### config.mk
export PLATFORM = sky130hd
export DESIGN_NAME = compass_heading_calc
export DESIGN_NICKNAME = d
export VERILOG_FILES = /design/src/rtl/compass_pkg.sv /design/src/rtl/compass_bam_to_deg.sv /design/src/rtl/compass_heading_calc.sv
export SDC_FILE = /design/constraint.sdc
export NUM_CORES = 1
export LEC_CHECK = 0
export CORE_UTILIZATION = 60
export CTS_CLUSTER_SIZE = 25
export DETAILED_ROUTE_END_ITERATION = 12
export HOLD_SLACK_MARGIN = 0.12
export PLACE_DENSITY = 0.82
export SLEW_MARGIN = 10
export SYNTH_ARGS = -nofsm -noshare
export SYNTH_HDL_FRONTEND = slang
export SYNTH_HIERARCHICAL = 1
export SYNTH_SLANG_ARGS = --single-unit
### constraint.sdc
create_clock -name clk -period 17 [get_ports clk]
set_clock_uncertainty 0.15 [all_clocks]
set_input_delay 2.55 -clock clk [delete_from_list [all_inputs] [get_ports clk]]
set_output_delay 2.55 -clock clk [all_outputs]
set_load 0.05 [all_outputs]
### src/rtl/compass_pkg.sv
// Shared types and constants for the compass heading calculator.
`timescale 1ns/1ps

package compass_pkg;

  localparam int BAM_W    = 16;
  localparam int DEG_FULL = 360;
  localparam int INT_W    = 19;
  localparam int CNT_W    = 4;

  typedef enum logic [2:0] {
    ST_IDLE,
    ST_PRE,
    ST_ROT,
    ST_SCALE,
    ST_OUT
  } state_t;

  // round(atan(2^-i) * 65536 / (2*pi)), angle in binary angle units
  function automatic logic [BAM_W-1:0] atan_bam(input logic [CNT_W-1:0] i);
    case (i)
      4'd0:    atan_bam = 16'd8192;
      4'd1:    atan_bam = 16'd4836;
      4'd2:    atan_bam = 16'd2555;
      4'd3:    atan_bam = 16'd1297;
      4'd4:    atan_bam = 16'd651;
      4'd5:    atan_bam = 16'd326;
      4'd6:    atan_bam = 16'd163;
      4'd7:    atan_bam = 16'd81;
      4'd8:    atan_bam = 16'd41;
      4'd9:    atan_bam = 16'd20;
      4'd10:   atan_bam = 16'd10;
      4'd11:   atan_bam = 16'd5;
      4'd12:   atan_bam = 16'd3;
      4'd13:   atan_bam = 16'd1;
      4'd14:   atan_bam = 16'd1;
      default: atan_bam = 16'd0;
    endcase
  endfunction

endpackage

### src/rtl/compass_bam_to_deg.sv
// Combinational BAM -> integer degree conversion with rounding, 360 wrap
// and declination correction (result always 0..359).
`timescale 1ns/1ps

module compass_bam_to_deg
  import compass_pkg::*;
#(
  parameter int DECL_DEG = 0
) (
  input  logic [BAM_W-1:0] bam,
  output logic [8:0]       deg
);

  localparam logic [24:0]        HALF   = 25'd32768;
  localparam logic signed [10:0] FULL_S = 11'(DEG_FULL);
  localparam logic signed [10:0] DECL_S = 11'(DECL_DEG);

  logic [24:0]        prod;
  logic [8:0]         raw;
  logic [15:0]        frac_unused;
  logic signed [10:0] sum;

  // NOTE: every variable gets a value at the top of the block so no path
  // through it can leave one unassigned and infer a latch.
  always_comb begin
    prod                = 25'(bam) * 25'(DEG_FULL) + HALF;
    {raw, frac_unused}  = prod;
    if (raw == 9'(DEG_FULL)) begin
      raw = '0;
    end
    sum = $signed({2'b00, raw}) + DECL_S;
    if (sum < 0) begin
      sum = sum + FULL_S;
    end else if (sum >= FULL_S) begin
      sum = sum - FULL_S;
    end
    deg = sum[8:0];
  end

endmodule

### src/rtl/compass_heading_calc.sv
// Magnetic heading from X/Y field samples via iterative vectoring CORDIC.
// Optional hard-iron calibration is enabled with `define HARD_IRON_CAL_EN.
`timescale 1ns/1ps

module compass_heading_calc
  import compass_pkg::*;
#(
  parameter int ITER     = 14,
  parameter int DECL_DEG = 0
) (
  input  logic               clk,
  input  logic               rst,
  input  logic               in_valid,
  input  logic signed [15:0] mag_x,
  input  logic signed [15:0] mag_y,
  input  logic               cal_clear,
  output logic               busy,
  output logic               heading_valid,
  output logic [8:0]         heading_deg,
  output logic               zero_vec,
  output logic               overrun
);

  localparam logic [CNT_W-1:0] CNT_LAST = CNT_W'(ITER - 1);

  state_t state, next_state;

  logic signed [INT_W-1:0] x, y;
  logic signed [INT_W-1:0] x_adj, y_adj;
  logic signed [INT_W-1:0] x_sh, y_sh;
  logic [BAM_W-1:0]        z, z_scale;
  logic [CNT_W-1:0]        cnt;
  logic                    zero_r;
  logic [8:0]              deg_w, deg_r;

  // State register
  always_ff @(posedge clk) begin
    if (rst) begin
      state <= ST_IDLE;
    end else begin
      state <= next_state;
    end
  end

  // Next-state logic
  always_comb begin
    next_state = state;
    case (state)
      ST_IDLE:  if (in_valid) next_state = ST_PRE;
      ST_PRE:   next_state = ST_ROT;
      ST_ROT:   if (cnt == CNT_LAST) next_state = ST_SCALE;
      ST_SCALE: next_state = ST_OUT;
      ST_OUT:   next_state = ST_IDLE;
      default:  next_state = ST_IDLE;
    endcase
  end

  // Output decode
  always_comb begin
    busy = (state != ST_IDLE);
  end

`ifdef HARD_IRON_CAL_EN
  logic signed [15:0] min_x, max_x, min_y, max_y;
  logic signed [15:0] off_x, off_y;
  logic signed [15:0] raw_x, raw_y;
  logic signed [15:0] nmin_x, nmax_x, nmin_y, nmax_y;
  logic signed [16:0] sum_x, sum_y;

  // In PRE, x/y still hold the sign-extended raw sample.
  assign raw_x  = x[15:0];
  assign raw_y  = y[15:0];
  assign nmin_x = (raw_x < min_x) ? raw_x : min_x;
  assign nmax_x = (raw_x > max_x) ? raw_x : max_x;
  assign nmin_y = (raw_y < min_y) ? raw_y : min_y;
  assign nmax_y = (raw_y > max_y) ? raw_y : max_y;
  assign sum_x  = {nmax_x[15], nmax_x} + {nmin_x[15], nmin_x};
  assign sum_y  = {nmax_y[15], nmax_y} + {nmin_y[15], nmin_y};

  // Offsets registered before this sample are applied; the update lands after.
  assign x_adj = x - {{(INT_W-16){off_x[15]}}, off_x};
  assign y_adj = y - {{(INT_W-16){off_y[15]}}, off_y};

  always_ff @(posedge clk) begin
    if (rst || cal_clear) begin
      min_x <= 16'sh7fff;
      max_x <= 16'sh8000;
      min_y <= 16'sh7fff;
      max_y <= 16'sh8000;
      off_x <= '0;
      off_y <= '0;
    end else if (state == ST_PRE) begin
      min_x <= nmin_x;
      max_x <= nmax_x;
      min_y <= nmin_y;
      max_y <= nmax_y;
      off_x <= sum_x[16:1];
      off_y <= sum_y[16:1];
    end
  end
`else
  logic cal_unused;

  assign cal_unused = cal_clear;
  assign x_adj      = x;
  assign y_adj      = y;
`endif

  assign x_sh    = x >>> cnt;
  assign y_sh    = y >>> cnt;
  assign z_scale = zero_r ? '0 : z;

  compass_bam_to_deg #(
    .DECL_DEG (DECL_DEG)
  ) u_bam_to_deg (
    .bam (z_scale),
    .deg (deg_w)
  );

  // NOTE: sequential state uses non-blocking assignments so every register
  // samples pre-edge values, which is what the CORDIC step relies on.
  always_ff @(posedge clk) begin
    // NOTE: every datapath register is reset so an aborted sample leaves
    // no stale result that could be presented later.
    if (rst) begin
      x             <= '0;
      y             <= '0;
      z             <= '0;
      cnt           <= '0;
      zero_r        <= 1'b0;
      deg_r         <= '0;
      heading_deg   <= '0;
      heading_valid <= 1'b0;
      zero_vec      <= 1'b0;
      overrun       <= 1'b0;
    end else begin
      heading_valid <= 1'b0;
      overrun       <= in_valid && busy;
      case (state)
        ST_IDLE: begin
          if (in_valid) begin
            x      <= {{(INT_W-16){mag_x[15]}}, mag_x};
            y      <= {{(INT_W-16){mag_y[15]}}, mag_y};
            zero_r <= (mag_x == 16'sd0) && (mag_y == 16'sd0);
            cnt    <= '0;
          end
        end
        ST_PRE: begin
          // Fold the left half-plane onto the right so CORDIC converges.
          if (x_adj < 0) begin
            x <= -x_adj;
            y <= -y_adj;
            z <= 16'h8000;
          end else begin
            x <= x_adj;
            y <= y_adj;
            z <= '0;
          end
          cnt <= '0;
        end
        ST_ROT: begin
          if (!y[INT_W-1]) begin
            x <= x + y_sh;
            y <= y - x_sh;
            z <= z + atan_bam(cnt);
          end else begin
            x <= x - y_sh;
            y <= y + x_sh;
            z <= z - atan_bam(cnt);
          end
          cnt <= cnt + 1'b1;
        end
        ST_SCALE: begin
          deg_r <= deg_w;
        end
        ST_OUT: begin
          heading_deg   <= deg_r;
          zero_vec      <= zero_r;
          heading_valid <= 1'b1;
        end
        default: ;
      endcase
    end
  end

endmodule

==> summary.md, run 1 <==
| Metric | Value |
|---|---|
| PortBufs | `47` |
| Setup violations, final | `0` |
| CTS Hold Bufs | `0` |
| Std-Cell Rows | `52` |
| Max-cap check violation count | `0` |
| Clk slew on worst S/H paths | `90 ps` |
| Netlist cell types | `103` |
| Reg-to-reg endpoint | `deg_r[6]$_SDFFE_PP0P_` |
| Setup WS pre-CTS | `9840 ps` |
| Initial Utilization | `61.6%` |
| Async SR Flop Fraction | `0%` |
| Setup TNS | `0 ps` |
| Final Cycle Share | `42.5%` |
| Combinational power share | `73.0%` |
| Final Max Tran Viols | `0` |
| First-pass GRT wire length | `57.3 mm` |
| Setup ws final | `9770 ps` |
| Clk network pwr share | `10.2%` |
| Flop-to-flop setup slack | `9770 ps` |
| CTS tree | `yes` |
| Sequential share of power | `16.8%` |
| Drt wl/cell | `18.9 um` |
| IR drop worst, VDD | `0.0000961 V` |
| Total power | `0.00211 W` |
| Overflow after GRT | `0` |
| Pre-Repair DR Iteration Count | `5` |
| Int Pwr | `0.00103 W` |
| Final Util | `65.3%` |
| Leakage | `5.56 nW` |
| Initial antenna violation count | `3` |
| Die height | `147 um` |
| Largest net degree at the start of global routing | `78` |
| RSZ-0062 raised after global routing | `false` |
| Min-delay src | `deg_r[8]$_SDFFE_PP0P_` |
| Area grow syn2layout | `5.96%` |
| Overall Global Routing Usage | `32.8%` |
| Share of cells above drive strength 1 | `8.77%` |
| Routed Antenna Nets | `0` |
| Final Hold Fails | `0` |
| Fin crit period | `7230 ps` |
| Hpwl dp | `25.6 mm` |
| Vias in the first global route | `11700` |
| IO Count | `49` |
| Sw Share | `51.1%` |
| Via count | `12200` |
| Storage element area | `1950 um^2` |
| Finished Cell Area | `13300 um^2` |
| Clock latency on the worst-skew pair | `380 ps` |
| Synthesized area per cell | `7.89 um^2` |
| Number of synthesized flops with an enable pin | `0` |
| H-tree levels | `3` |
| Die Footprint | `21600 um^2` |
| Crit. End Element | `register` |
| Critical Path RT | `17080 ps` |
| Max-Slew Margin vs Limit | `20.1%` |
| Nature of the critical path startpoint | `register` |
| Crit path kind | `reg -> reg` |
| Post-CTS Setup Inserts | `0` |
| Hold Path End | `heading_deg[8]$_SDFFE_PP0P_` |
| Synth warn | `6` |
| Routed WL | `34.9 mm` |
| Hold path depth | `2` |
| CTS Buffer Depth | `2` |
| Sequential fraction of the synthesis area | `15.4%` |
| CTS buffer count | `9` |
| TritonCTS sink count | `97` |
| Remaining routing DRC violations | `0` |
| Crit path max fanout | `18` |
| Status | `completed` |
| Root Buffer | `clkbuf_16` |
| Iter 0 DRT Violations | `936` |
| Switch Pwr | `0.00108 W` |
| Gpl congestion | `0.963` |
| PD cells | `158 nW/um^2` |
| Core area | `20400 um^2` |
| Post-Syn Area | `12600 um^2` |
| Critical R2R Launch | `zero_r$_SDFFE_PP0P_` |
| Avg Vias per Cell | `6.60` |
| Yosys reg bits | `97` |
| Mapped Nets | `1768` |
| Placed Instance Area | `13000 um^2` |
| R2R cell count | `25` |
| Max Freq | `138 MHz` |
| Main flop type after synthesis | `dfxtp_1` |
| Data arrival time of the worst path | `7310 ps` |
| CTS resizes | `0` |
| Final net count | `1740` |
| Slew of the pin with the lowest slew margin | `1200 ps` |
| Die X | `147 um` |
| Syn Inst Count | `1596` |
| Hold Path Class | `reg -> reg` |
| Fill count | `1811` |
| Area of the multi-input gates | `9860 um^2` |
-- area by class of cell --
type	instances	share of cell area, %
multi-input combinational	1308	73.9
clock inverter	6	0.432
clock buffer	10	1.72
sequential	97	14.6
tap	270	2.53
timing repair buffer	59	4.17
inverter	93	2.62
antenna	1	0.0188
-- power by group through the flow --
stage / Clock, W / Combinational (W) / Sequential [W]
5_1_grt: 0.000226 / 0.00170 / 0.000358
3_5_place_dp: 0 / 0.00151 / 0.000352
4_1_cts: 0.000216 / 0.00152 / 0.000348
6_report: 0.000216 / 0.00154 / 0.000354
2_1_floorplan: 0 / 0.00126 / 0.000300
3_3_place_gp: 0 / 0.00147 / 0.000350
-- worst max path at each step --
stage	from	end	slack, ps
after floorplan	zero_r$_SDFFE_PP0P_	deg_r[6]$_SDFFE_PP0P_	10530
after global placement	zero_r$_SDFFE_PP0P_	deg_r[6]$_SDFFE_PP0P_	9910
after detailed placement	zero_r$_SDFFE_PP0P_	deg_r[6]$_SDFFE_PP0P_	9840
after CTS	zero_r$_SDFFE_PP0P_	deg_r[6]$_SDFFE_PP0P_	9800
after global routing	zero_r$_SDFFE_PP0P_	deg_r[6]$_SDFFE_PP0P_	9450
final	zero_r$_SDFFE_PP0P_	deg_r[6]$_SDFFE_PP0P_	9770
-- synth_stat cells, types with 13 or more instances --
cell | count | area share (%)
nor4_1 | 22 | 1.1
inv_1 | 88 | 2.6
a22oi_1 | 19 | 1.1
a21oi_1 | 139 | 5.5
and2_1 | 20 | 0.99
nor2b_1 | 26 | 1.3
o21ai_0 | 76 | 3.0
clkbuf_1 | 72 | 2.1
nor3_1 | 52 | 2.1
a211oi_1 | 14 | 0.84
nand2_1 | 129 | 3.8
o211ai_1 | 13 | 0.78
or3_1 | 13 | 0.65
xnor2_1 | 78 | 5.4
nor2_1 | 141 | 4.2
nand2b_1 | 18 | 0.89
mux2_2 | 13 | 1.2
xor2_1 | 47 | 3.3
a21o_1 | 20 | 1.2
mux2i_1 | 31 | 2.5
o21a_1 | 17 | 1.0
dfxtp_1 | 97 | 15
a221oi_1 | 14 | 0.97
a31oi_1 | 19 | 0.94
nand3_1 | 28 | 1.1
mux4_2 | 34 | 6.1
fa_1 | 21 | 3.3
ha_1 | 115 | 11
-- placed cells by master (no fill, tap or decap), drive strengths merged, types with 26 or more instances in the layout --
master / Yosys / layout
nor2: 142 / 142
a21oi: 142 / 142
nand2: 130 / 130
ha: 115 / 115
dfxtp: 97 / 97
inv: 91 / 95
o21ai: 82 / 82
xnor2: 78 / 78
nor3: 55 / 55
xor2: 48 / 48
clkdlybuf4s50: 0 / 46
mux4: 34 / 34
mux2i: 32 / 32
nand3: 29 / 29
nor2b: 26 / 26
nor4: 26 / 26
-- logic make-up (layout without fill, tap and decap cells) --
group                    after synthesis  in the layout  share of synthesized area [%]
adder cells (fa/ha/maj)              136            136                           14.8
other                                  0              1                              0
flip-flops                            97             97                           15.4
buffers and inverters                191            168                           6.36
XOR/XNOR                             126            126                           8.83
AO/OA/AOI/OAI                        439            439                           23.1
AND/OR/NAND/NOR                      520            520                           20.9
multiplexers                          87             87                           10.6
-- through the flow --
step | hold slack (ps) | cells
2_1_floorplan | 282 | 1596
3_3_place_gp | 287 | 1827
3_5_place_dp | 296 | 1827
4_1_cts | 305 | 1843
5_1_grt | 332 | 1843
6_report | 300 | 1844
-- routing by layer --
layer,track usage [%],wire length [um]
met5,0,44
met2,56.1,16400
met4,15.9,1470
met1,39.3,14000
met3,6.58,3010
-- critical path, stage by stage, from the launching register on --
cell and delay [ps]:
dfxtp_1 730, nor2b_1 190, ha_1 390, fa_1 560
inv_1 60, fa_1 490, inv_1 40, ha_1 280
and4_1 210, and3_4 250, o211ai_1 120, a22oi_2 180
xor2_1 470, ha_1 270, or3b_4 430, a21boi_0 140
o211a_1 270, a211oi_4 380, inv_1 110, a41o_1 230
ha_1 280, o21ai_2 160, or2b_1 230, a311o_1 310
nand2_1 60, a21oi_1 60
Power figures use the tool's default switching activity.
==> run 2: changes to the inputs <==
==> constraint.sdc (replaced) <==
create_clock -name clk -period 6.85 [get_ports clk]
set_clock_uncertainty 0.15 [all_clocks]
set_input_delay 1.0275 -clock clk [delete_from_list [all_inputs] [get_ports clk]]
set_output_delay 1.0275 -clock clk [all_outputs]
set_load 0.05 [all_outputs]
==> run 2 against run 1 <==
Net effect:
- fmax up 12%
- sequential cell count unchanged
- design area up 0.73%
- utilization up 0.48 points
- global-route usage up 0.083 points
- power rose to 2.5 times the previous value
- clock power up 140%
- final cell count up 0.70%
- sequential share of layout area down 0.11 points
- critical path type unchanged
==> summary.md, run 2 (synthesized netlist as in run 1, its figures left out) <==
| Metric | Value |
|---|---|
| Final Max Tran Viols | `0 (unchanged)` |
| Hold path depth | `2 (unchanged)` |
| Via count | `12200 (+0.47%)` |
| Combinational power share | `73.3% (+0.3 points)` |
| Die X | `147 um (unchanged)` |
| Min-delay src | `deg_r[6]$_SDFFE_PP0P_` |
| CTS tree | `yes` |
| Hpwl dp | `26.2 mm (+2.1%)` |
| Setup violations, final | `0 (unchanged)` |
| Area of the multi-input gates | `9860 um^2 (unchanged)` |
| Final Cycle Share | `94.1% (+52 points)` |
| Crit path max fanout | `10 (-8)` |
| Clock latency on the worst-skew pair | `380 ps (about the same)` |
| Sw Share | `51.2% (about the same)` |
| Leakage | `5.62 nW (+1.1%)` |
| Core area | `20400 um^2 (unchanged)` |
| Max-cap check violation count | `0 (unchanged)` |
| IR drop worst, VDD | `0.000258 V (+170%)` |
| R2R cell count | `26 (+4.0%)` |
| Fill count | `1741 (-3.9%)` |
| CP peak stage delay | `520 ps (-210 ps)` |
| Final net count | `1753 (+0.75%)` |
| CTS buffer count | `9 (unchanged)` |
| Critical R2R Launch | `zero_r$_SDFFE_PP0P_` |
| Final Hold Fails | `0 (unchanged)` |
| Initial antenna violation count | `1 (-2)` |
| Setup TNS | `0 ps (unchanged)` |
| Overflow after GRT | `0 (unchanged)` |
| Root Buffer | `clkbuf_16` |
| Setup WS pre-CTS | `339 ps (-9500 ps)` |
| Reg-to-reg endpoint | `deg_r[6]$_SDFFE_PP0P_` |
| Critical Path RT | `6940 ps (-10140 ps)` |
| H-tree levels | `3 (unchanged)` |
| Remaining routing DRC violations | `0 (unchanged)` |
| Fin crit period | `6440 ps (-783 ps)` |
| Largest net degree at the start of global routing | `49 (-37%)` |
| Total power | `0.00528 W (+150%)` |
| Iter 0 DRT Violations | `1157 (+24%)` |
| Area grow syn2layout | `6.74%` |
| PortBufs | `47 (unchanged)` |
| Crit path kind | `reg -> reg` |
| Share of cells above drive strength 1 | `9.52% (+0.75 points)` |
| Nature of the critical path startpoint | `register` |
| Crit. End Element | `register` |
| Status | `completed` |
| IO Count | `49 (unchanged)` |
| Clk network pwr share | `9.9% (-0.3 points)` |
| Hold Path Class | `reg -> reg` |
| Commonest non-fill, non-tap cell in the layout | `nor2_1` |
| Overall Global Routing Usage | `32.9% (+0.083 points)` |
| Initial Utilization | `61.6% (unchanged)` |
| CP dominant cell by count | `ha_1` |
| Flop-to-flop setup slack | `410 ps (-9370 ps)` |
| Avg Vias per Cell | `6.59 (-0.24%)` |
| Slew of the pin with the lowest slew margin | `1180 ps (-14.7 ps)` |
| Switch Pwr | `0.00270 W (+150%)` |
| Vias in the first global route | `11600 (-0.68%)` |
| Routed WL | `35.1 mm (+0.33%)` |
| Std-Cell Rows | `52 (unchanged)` |
| Gpl congestion | `0.953 (-1.0%)` |
| Die Footprint | `21600 um^2 (unchanged)` |
| Routed Antenna Nets | `0 (unchanged)` |
| Max-Slew Margin vs Limit | `21.1% (+0.98 points)` |
| CTS Buffer Depth | `2 (unchanged)` |
| Hold Slack | `302 ps (+1.90 ps)` |
| Clk slew on worst S/H paths | `80 ps (about the same)` |
| Storage element area | `1950 um^2 (unchanged)` |
| Data arrival time of the worst path | `6530 ps (-780 ps)` |
| Drt wl/cell | `18.9 um (-0.38%)` |
| TritonCTS sink count | `97 (unchanged)` |
| Commonest non-fill, non-tap cells in the layout | `nor2_1 (140), a21oi_1 (139), nand2_1 (129)` |
| Max Freq | `155 MHz (+12%)` |
| Sequential share of power | `16.7% (about the same)` |
| Hold Path End | `heading_deg[6]$_SDFFE_PP0P_` |
| Final Util | `65.8% (+0.48 points)` |
| Die height | `147 um (unchanged)` |
| Pre-Repair DR Iteration Count | `5 (unchanged)` |
| PD cells | `393 nW/um^2 (+150%)` |
| Setup ws final | `406 ps (-9370 ps)` |
| First-pass GRT wire length | `57.4 mm (+0.24%)` |
| Int Pwr | `0.00258 W (+150%)` |
| Slowest CP cell | `fa_1` |
[run 2: cell count changes in the layout (fill, tap and decap cells not counted), sizes merged]
cell  change
buf      +13
[run 2: cell type report]
class | instances | area share (%)
flip-flops and latches | 97 | 14.5
repair buffers | 72 | 4.86
well taps | 270 | 2.51
diodes | 1 | 0.0186
clock inverters | 6 | 0.428
clock buffers | 10 | 1.70
inverters | 93 | 2.60
multi-input cells | 1308 | 73.4
[run 2: worst max-delay path by stage]
stage | start | to | slack [ps] | cells after the start
4_1_cts | zero_r$_SDFFE_PP0P_ | deg_r[6]$_SDFFE_PP0P_ | 300 | 26
2_1_floorplan | zero_r$_SDFFE_PP0P_ | deg_r[6]$_SDFFE_PP0P_ | 380 | 26
3_3_place_gp | zero_r$_SDFFE_PP0P_ | deg_r[6]$_SDFFE_PP0P_ | 450 | 26
5_1_grt | zero_r$_SDFFE_PP0P_ | deg_r[6]$_SDFFE_PP0P_ | -2 | 26
6_report | zero_r$_SDFFE_PP0P_ | deg_r[6]$_SDFFE_PP0P_ | 410 | 26
3_5_place_dp | zero_r$_SDFFE_PP0P_ | deg_r[6]$_SDFFE_PP0P_ | 340 | 26
[run 2: worst max-delay path, delay by kind of cell, from the launching register on]
kind	cells	cell delay, ps
compound gates	9	2070
xor+xnor	2	410
fa+ha+maj	5	1770
buf+inv	4	410
flops	1	470
simple gates	6	1020
[run 2: what timing repair did]
item	in CTS	in global routing
hold buffers	0	0
setup endpoints to repair	0	3
setup buffers	0	2
resized for setup	0	0
[run 2: layer usage]
layer,wire [um],GRT usage [%],up-vias
met2,16800,56.2,542
met4,1240,14.2,0
met1,14100,40.8,5788
met5,0,0,-
li1,-,-,5787
met3,2950,5.37,113
[run 2: power by group through the flow]
| stage | clock network, W | registers, W | logic, W |
|---|---|---|---|
| global placement | 0 | 0.000877 | 0.00367 |
| global route | 0.000552 | 0.000897 | 0.00426 |
| floorplan | 0 | 0.000744 | 0.00313 |
| CTS | 0.000529 | 0.000870 | 0.00381 |
| detailed placement | 0 | 0.000882 | 0.00376 |
| finish | 0.000525 | 0.000883 | 0.00387 |
[run 2: through the flow]
stage	std cells	instance area (um^2)
after CTS	1854	13400
after global routing	1856	13400
final	1857	13400
after global placement	1838	13100
after detailed placement	1838	13100
after floorplan	1596	12600
